<file path="src/rtl/calc_pkg.sv">
// Shared definitions for the calc_sequencer batch controller: ALU op codes,
// sequencer states and the command word stored in the FIFO.
package calc_pkg;

   localparam logic [3:0] ALU_AND = 4'b0000;
   localparam logic [3:0] ALU_OR  = 4'b0001;
   localparam logic [3:0] ALU_ADD = 4'b0010;
   localparam logic [3:0] ALU_SUB = 4'b0110;
   localparam logic [3:0] ALU_SLT = 4'b0111;
   localparam logic [3:0] ALU_SRL = 4'b1001;
   localparam logic [3:0] ALU_SLL = 4'b1010;
   localparam logic [3:0] ALU_SRA = 4'b1101;

   typedef enum logic [1:0] {IDLE, FETCH, EXEC, DONE} seq_state_t;

   typedef struct packed {
      logic [3:0]  op;
      logic [15:0] operand;
      logic        last;
   } cmd_t;

   function automatic logic is_legal_op(input logic [3:0] op);
      case (op)
         ALU_AND, ALU_OR, ALU_ADD, ALU_SUB,
         ALU_SLT, ALU_SRL, ALU_SLL, ALU_SRA: return 1'b1;
         default:                            return 1'b0;
      endcase
   endfunction

endpackage

</file>
<file path="src/rtl/cmd_fifo.sv">
// Synchronous command FIFO; pointers wrap naturally because DEPTH is a power of two.
module cmd_fifo
   import calc_pkg::*;
#(
   parameter int DEPTH = 8
) (
   input  logic clk,
   input  logic rst,
   input  logic i_push,
   input  logic i_pop,
   input  cmd_t i_data,
   output cmd_t o_data,
   output logic o_full,
   output logic o_empty
);

   localparam int AW = $clog2(DEPTH);
   localparam logic [AW:0] FULL_COUNT = (AW+1)'(DEPTH);

   cmd_t          r_mem [DEPTH];
   logic [AW-1:0] r_wrPtr;
   logic [AW-1:0] r_rdPtr;
   logic [AW:0]   r_count;
   logic          w_doPush;
   logic          w_doPop;

   assign o_full   = (r_count == FULL_COUNT);
   assign o_empty  = (r_count == '0);
   assign w_doPush = i_push && !o_full;
   assign w_doPop  = i_pop && !o_empty;
   assign o_data   = r_mem[r_rdPtr];

   always_ff @(posedge clk) begin
      if (w_doPush) begin
         r_mem[r_wrPtr] <= i_data;
      end
   end

   // A simultaneous push and pop leaves the occupancy unchanged.
   always_ff @(posedge clk) begin
      if (rst) begin
         r_wrPtr <= '0;
         r_rdPtr <= '0;
         r_count <= '0;
      end else begin
         if (w_doPush) r_wrPtr <= r_wrPtr + AW'(1);
         if (w_doPop)  r_rdPtr <= r_rdPtr + AW'(1);
         case ({w_doPush, w_doPop})
            2'b10:   r_count <= r_count + (AW+1)'(1);
            2'b01:   r_count <= r_count - (AW+1)'(1);
            default: r_count <= r_count;
         endcase
      end
   end

endmodule

</file>
<file path="src/rtl/calc_sequencer.sv">
// Batch controller: buffers (op, operand, last) commands and runs them against a
// 16-bit accumulator through the external 32-bit ALU, one command per two cycles.
module calc_sequencer
   import calc_pkg::*;
#(
   parameter int DEPTH = 8
) (
   input  logic        clk,
   input  logic        rst,
   input  logic        cmd_valid,
   output logic        cmd_ready,
   input  logic [3:0]  cmd_op,
   input  logic [15:0] cmd_operand,
   input  logic        cmd_last,
   input  logic        clear,
   output logic [31:0] alu_op1,
   output logic [31:0] alu_op2,
   output logic [3:0]  alu_op,
   input  logic [31:0] alu_result,
   output logic [15:0] acc,
   output logic        zero_flag,
   output logic        busy,
   output logic        done,
   output logic        err
);

   seq_state_t  r_state;
   seq_state_t  w_nextState;
   logic [3:0]  r_op;
   logic [15:0] r_operand;
   logic        r_last;
   logic [15:0] r_acc;
   logic        r_zero;
   logic        r_busy;
   logic        r_err;
   logic        w_pop;
   logic        w_full;
   logic        w_empty;
   cmd_t        w_head;
   cmd_t        w_pushData;
   logic [15:0] w_unusedResultHi;

   assign w_pushData       = '{op: cmd_op, operand: cmd_operand, last: cmd_last};
   assign w_unusedResultHi = alu_result[31:16];

   cmd_fifo #(.DEPTH(DEPTH)) u_fifo (
      .clk     (clk),
      .rst     (rst),
      .i_push  (cmd_valid),
      .i_pop   (w_pop),
      .i_data  (w_pushData),
      .o_data  (w_head),
      .o_full  (w_full),
      .o_empty (w_empty)
   );

   assign cmd_ready = !w_full;
   assign alu_op1   = {{16{r_acc[15]}}, r_acc};
   assign alu_op2   = {{16{r_operand[15]}}, r_operand};
   assign alu_op    = r_op;
   assign acc       = r_acc;
   assign zero_flag = r_zero;
   assign busy      = r_busy;
   assign err       = r_err;
   assign done      = (r_state == DONE);

   always_comb begin
      w_nextState = r_state;
      w_pop       = 1'b0;
      case (r_state)
         IDLE:  if (!w_empty) w_nextState = FETCH;
         FETCH: begin
            w_pop       = 1'b1;
            w_nextState = EXEC;
         end
         EXEC: begin
            if (r_last)        w_nextState = DONE;
            else if (!w_empty) w_nextState = FETCH;
            else               w_nextState = IDLE;
         end
         DONE:  w_nextState = IDLE;
      endcase
   end

   // clear takes priority over an EXEC writeback so its result is discarded.
   always_ff @(posedge clk) begin
      if (rst) begin
         r_state   <= IDLE;
         r_op      <= '0;
         r_operand <= '0;
         r_last    <= 1'b0;
         r_acc     <= '0;
         r_zero    <= 1'b1;
         r_busy    <= 1'b0;
         r_err     <= 1'b0;
      end else begin
         r_state <= w_nextState;
         if (r_state == FETCH) begin
            r_op      <= w_head.op;
            r_operand <= w_head.operand;
            r_last    <= w_head.last;
            r_busy    <= 1'b1;
         end
         if (r_state == DONE) r_busy <= 1'b0;
         if (clear) begin
            r_acc  <= '0;
            r_zero <= 1'b1;
            r_err  <= 1'b0;
         end else if (r_state == EXEC) begin
            if (is_legal_op(r_op)) begin
               r_acc  <= alu_result[15:0];
               r_zero <= (alu_result[15:0] == 16'h0000);
            end else begin
               r_err <= 1'b1;
            end
         end
      end
   end

endmodule

</file>
<file path="config.mk">
export PLATFORM = sky130hd
export DESIGN_NAME = calc_sequencer
export DESIGN_NICKNAME = d
export VERILOG_FILES = /design/src/rtl/calc_pkg.sv /design/src/rtl/cmd_fifo.sv /design/src/rtl/calc_sequencer.sv
export SDC_FILE = /design/constraint.sdc
export NUM_CORES = 1
export LEC_CHECK = 0
export ABC_AREA = 0
export BUFFER_PORTS_ARGS = -buffer_cell sky130_fd_sc_hd__buf_2
export CAP_MARGIN = 30
export CELL_PAD_IN_SITES_DETAIL_PLACEMENT = 1
export CELL_PAD_IN_SITES_GLOBAL_PLACEMENT = 1
export CORE_UTILIZATION = 50
export CTS_CLUSTER_DIAMETER = 80
export DETAILED_ROUTE_END_ITERATION = 16
export GPL_ROUTABILITY_DRIVEN = 0
export PLACE_DENSITY = 0.89
export SETUP_SLACK_MARGIN = 0.3
export SLEW_MARGIN = 5
export SYNTH_ARGS = -nofsm -noshare
export SYNTH_HDL_FRONTEND = slang
export SYNTH_SLANG_ARGS = --single-unit
</file>
<file path="constraint.sdc">
create_clock -name clk -period 8.3 [get_ports clk]
set_clock_uncertainty 0.2 [all_clocks]
set_input_delay 0.83 -clock clk [delete_from_list [all_inputs] [get_ports clk]]
set_output_delay 0.83 -clock clk [all_outputs]
set_load 0.005 [all_outputs]
</file>
==> metrics.cfg <==
[yosys]
synth_simple_gate_area_share = 0.06557
synth.distinct_cells = 43
yosys_warnings = 0
synth_top_cells_by_count = 168 x edfxtp_1, 52 x dfxtp_1, 49 x buf_4
synth.mux.area_fraction = 0.1156
fraction_of_synthesized_cell_area_taken_by_the_top_area_cell_type = 0.5760
synth_seq_cells = 220
number_of_enable_type_register_cells_in_the_synthesized_netlist = 168
fraction_of_registers_with_async_set_reset = 0
most_used_standard_cell_by_instance_count_after_synthesis = edfxtp_1
synth-xor-area-share = 0.007857
synthDominantAreaCellType = edfxtp_1
synth_sequential_area_ratio = 0.6949
synth_top_family_by_area = multiplexers
primary_flip_flop_cell_chosen_by_synthesis_mapping = edfxtp_1
share_of_the_synthesized_area_in_compound_gates_ao_oa_aoi_oai = 0.04357
post_synth_instance_area_sq_mm = 0.008758
synth.area.top_cells = edfxtp_1 58%, dfxtp_1 12%, mux4_2 11%
synth_cells = 539
average_cell_area_after_synthesis_sq_um = 16.25
syn_nets = 603
synth_fa_ha_area_frac = 0.01000

[drt]
detailedRoute.firstPassIterationCount = 4
highest-signal-layer = met4
vias_per_cell = 5.740
wl_met2_mm = 10.42
met3_length_mm = 1.320
drt_iter0_drc = 266
post_drt_wl_per_cell_um = 22.95
routed-via-count = 4994
route.layer.met1.wl_mm = 7.671
drt-total-wl_mm = 19.97
remaining_drc_errors = 0
drtAntennaViolNets = 0

[clock_tree]
cts_buffers = 22
number_of_setup_buffers_added_after_cts = 0
clock_tree_from_tritoncts = built
numClockSinks = 220
clock_insertion_delay_worst_skew_ns = 0.51
cts_max_path_buffers = 3
htree_levels = 1
cts-hold-fix-buffers = 0
post_cts.resized_instances = 0
cts.reportedPaths.clkPinSlew_ns = 0.06
cts_root_buffer = clkbuf_16

[hold_path]
holdCritPathClass = reg -> reg

[sta]
report.final.slew_viol_count = 0
setup_repair_after_global_routing_missed_its_margin = false
final_hold_viol_count = 0
final_layout_setup_total_negative_slack_ns = 0
max-slew-margin-rel = 0.4871
max_freq_mhz = 367.8
hold-worst-slack_ns = 0.2828
min_period_over_period = 0.3276
measured_slew_at_the_worst_slew_check_pin_ns = 0.7694
finalWorstPathRequiredPeriod_ns = 2.719
setup-violations-final = 0

[grt]
first_global_vias = 5257
grt_start_max_net_pins = 37
grt_use_total = 0.2273
grt_pass1_wl_mm = 30.25
antenna_found_initial = 0
grt.overflow.total = 0

[worst_setup_path]
endpoint_kind = flip-flop
cp-start-kind = flip-flop
slowest_stage_delay_cp_ns = 0.63
arrival_worst_endpoint_ns = 2.95
worst-endpoint-required_ns = 8.53
criticalPathCategory = reg -> reg
worst-path-max-fanout = 8
cp_cell_sequence = or4b_4 -> nand2_8 -> ha_1 -> xor2_1 -> ha_1 -> a21oi_1 -> xor2_1 -> or3_1 -> a21oi_1
cp.buffers_inverters = 0
critical-path-slowest-cell = or4b_4
critical_path.top_delay_family = simple AND/OR/NAND/NOR gates

[power]
worst_ir_drop_vdd_v = 0.0001729
static-leakage-power_nw = 3.593
pwr_density_cell_mw_per_mm2 = 292.8

[place]
hpwlAfterDp_mm = 12.69
port_buffers = 129

[die]
design.portCount = 146
row_count = 48
start_util = 0.5099
fp.dieArea_sq_mm = 0.01805
die_width_um = 134.4
standard_cell_core_area_sq_mm = 0.01718
fp.dieH_um = 134.4

[cells_and_area]
seqCellArea_sq_mm = 0.006088
final.fill_count = 1618
final_layout_size_suffix_gt1_frac = 0.3727
area_delta_synth_final_pct = 14.96
total_nets_final = 692
multiInputGateArea_sq_mm = 0.002161

[outcome]
result_of_the_run = complete, no violations

[run]
maxCapViolations = 0

## sequential cells by signal, summed over array words and instances (netlist names)
| signal | count |
|---|---|
| u_fifo.r_mem | 168 |
| acc | 16 |
| r_operand | 16 |
| alu_op | 4 |
| u_fifo.r_count | 4 |
| u_fifo.r_rdPtr | 3 |
| u_fifo.r_wrPtr | 3 |
| r_state | 2 |
| busy | 1 |
| err | 1 |
| r_last | 1 |
| zero_flag | 1 |
## path summary, 6_finish.rpt
path	startpoint	endpoint	slack [ns]	depth (start not counted)
setup / recovery	u_fifo.r_count[0]$_SDFFE_PP0P_	u_fifo.r_count[2]$_SDFFE_PP0P_	5.58	9
hold / removal	busy$_SDFFE_PP0P_	busy$_SDFFE_PP0P_	0.28	2
setup reg to reg	u_fifo.r_count[0]$_SDFFE_PP0P_	u_fifo.r_count[2]$_SDFFE_PP0P_	5.58	9
hold reg to reg	busy$_SDFFE_PP0P_	busy$_SDFFE_PP0P_	0.28	2
## kinds of logic (layout without fill, tap and decap cells)
logic type,Yosys count,in the layout
buffers and inverters,82,187
and+or+nand+nor,109,109
muxes,46,46
other,0,1
AOI/OAI and AO/OA,68,68
DFF,220,220
xor gates and xnor gates,7,7
adders and majority gates,7,7
## worst min-delay path: cells and delay by family (launching register included)
family | cells | cell delay [ns]
AO/OA/AOI/OAI | 1 | 0.06
flip-flops | 1 | 0.31
AND/OR/NAND/NOR | 1 | 0.07
## where the power goes
| group | leakage [nW] | internal, mW | switching (mW) |
|---|---|---|---|
| Clock | 0.360 | 0.604 | 0.403 |
| Combinational | 1.28 | 0.253 | 0.321 |
| Sequential | 1.95 | 1.28 | 0.0904 |
| Total | 3.59 | 2.13 | 0.814 |
## area by class of cell
class                   instances  share of cell area
flip-flops and latches        220              0.6047
multi-input cells             237              0.2146
repair buffers                143             0.07730
clock buffers                  30             0.05965
well taps                     225             0.02796
clock inverters                10             0.01404
inverters                       4            0.001491
diodes                          1           0.0002485
## cell usage in the layout (no fill, tap or decap), types with 2 or more instances in the layout
cell type / instances
edfxtp_1: 168
buf_2: 129
dfxtp_1: 50
mux4_2: 44
nor2_1: 30
a21oi_1: 22
clkbuf_16: 22
o22ai_1: 21
nor3_1: 21
nand3_1: 18
buf_4: 11
o21ai_1: 10
o21ai_0: 10
ha_1: 7
nand2b_1: 6
nand2_1: 6
clkbuf_1: 6
nor3_2: 4
xor2_1: 4
nor4_1: 4
nor2_2: 3
nor2b_1: 3
inv_1: 3
bufinv_16: 3
clkinv_2: 3
nor4_2: 2
a211oi_1: 2
xnor2_1: 2
clkbuf_8: 2
buf_8: 2
dfxtp_2: 2
## per-layer routing
layer / GRT usage / vias to the layer above
met5: 0 / -
met4: 0.07990 / 0
met3: 0.03893 / 44
met2: 0.4159 / 219
met1: 0.2695 / 2525
li1: - / 2206
## stage by stage
step	area, sq um	utilization	setup slack (ns)	total power, mW	instances
final	10070	0.5862	5.581	2.948	870
after global routing	10070	0.5860	5.383	3.068	869
after CTS	10070	0.5860	5.537	2.978	869
after detailed placement	9324	0.5428	5.549	1.967	829
after global placement	9274	0.5399	5.598	1.916	826
after floorplan	8758	-	4.713	1.798	539
Power figures use the tool's default switching activity.
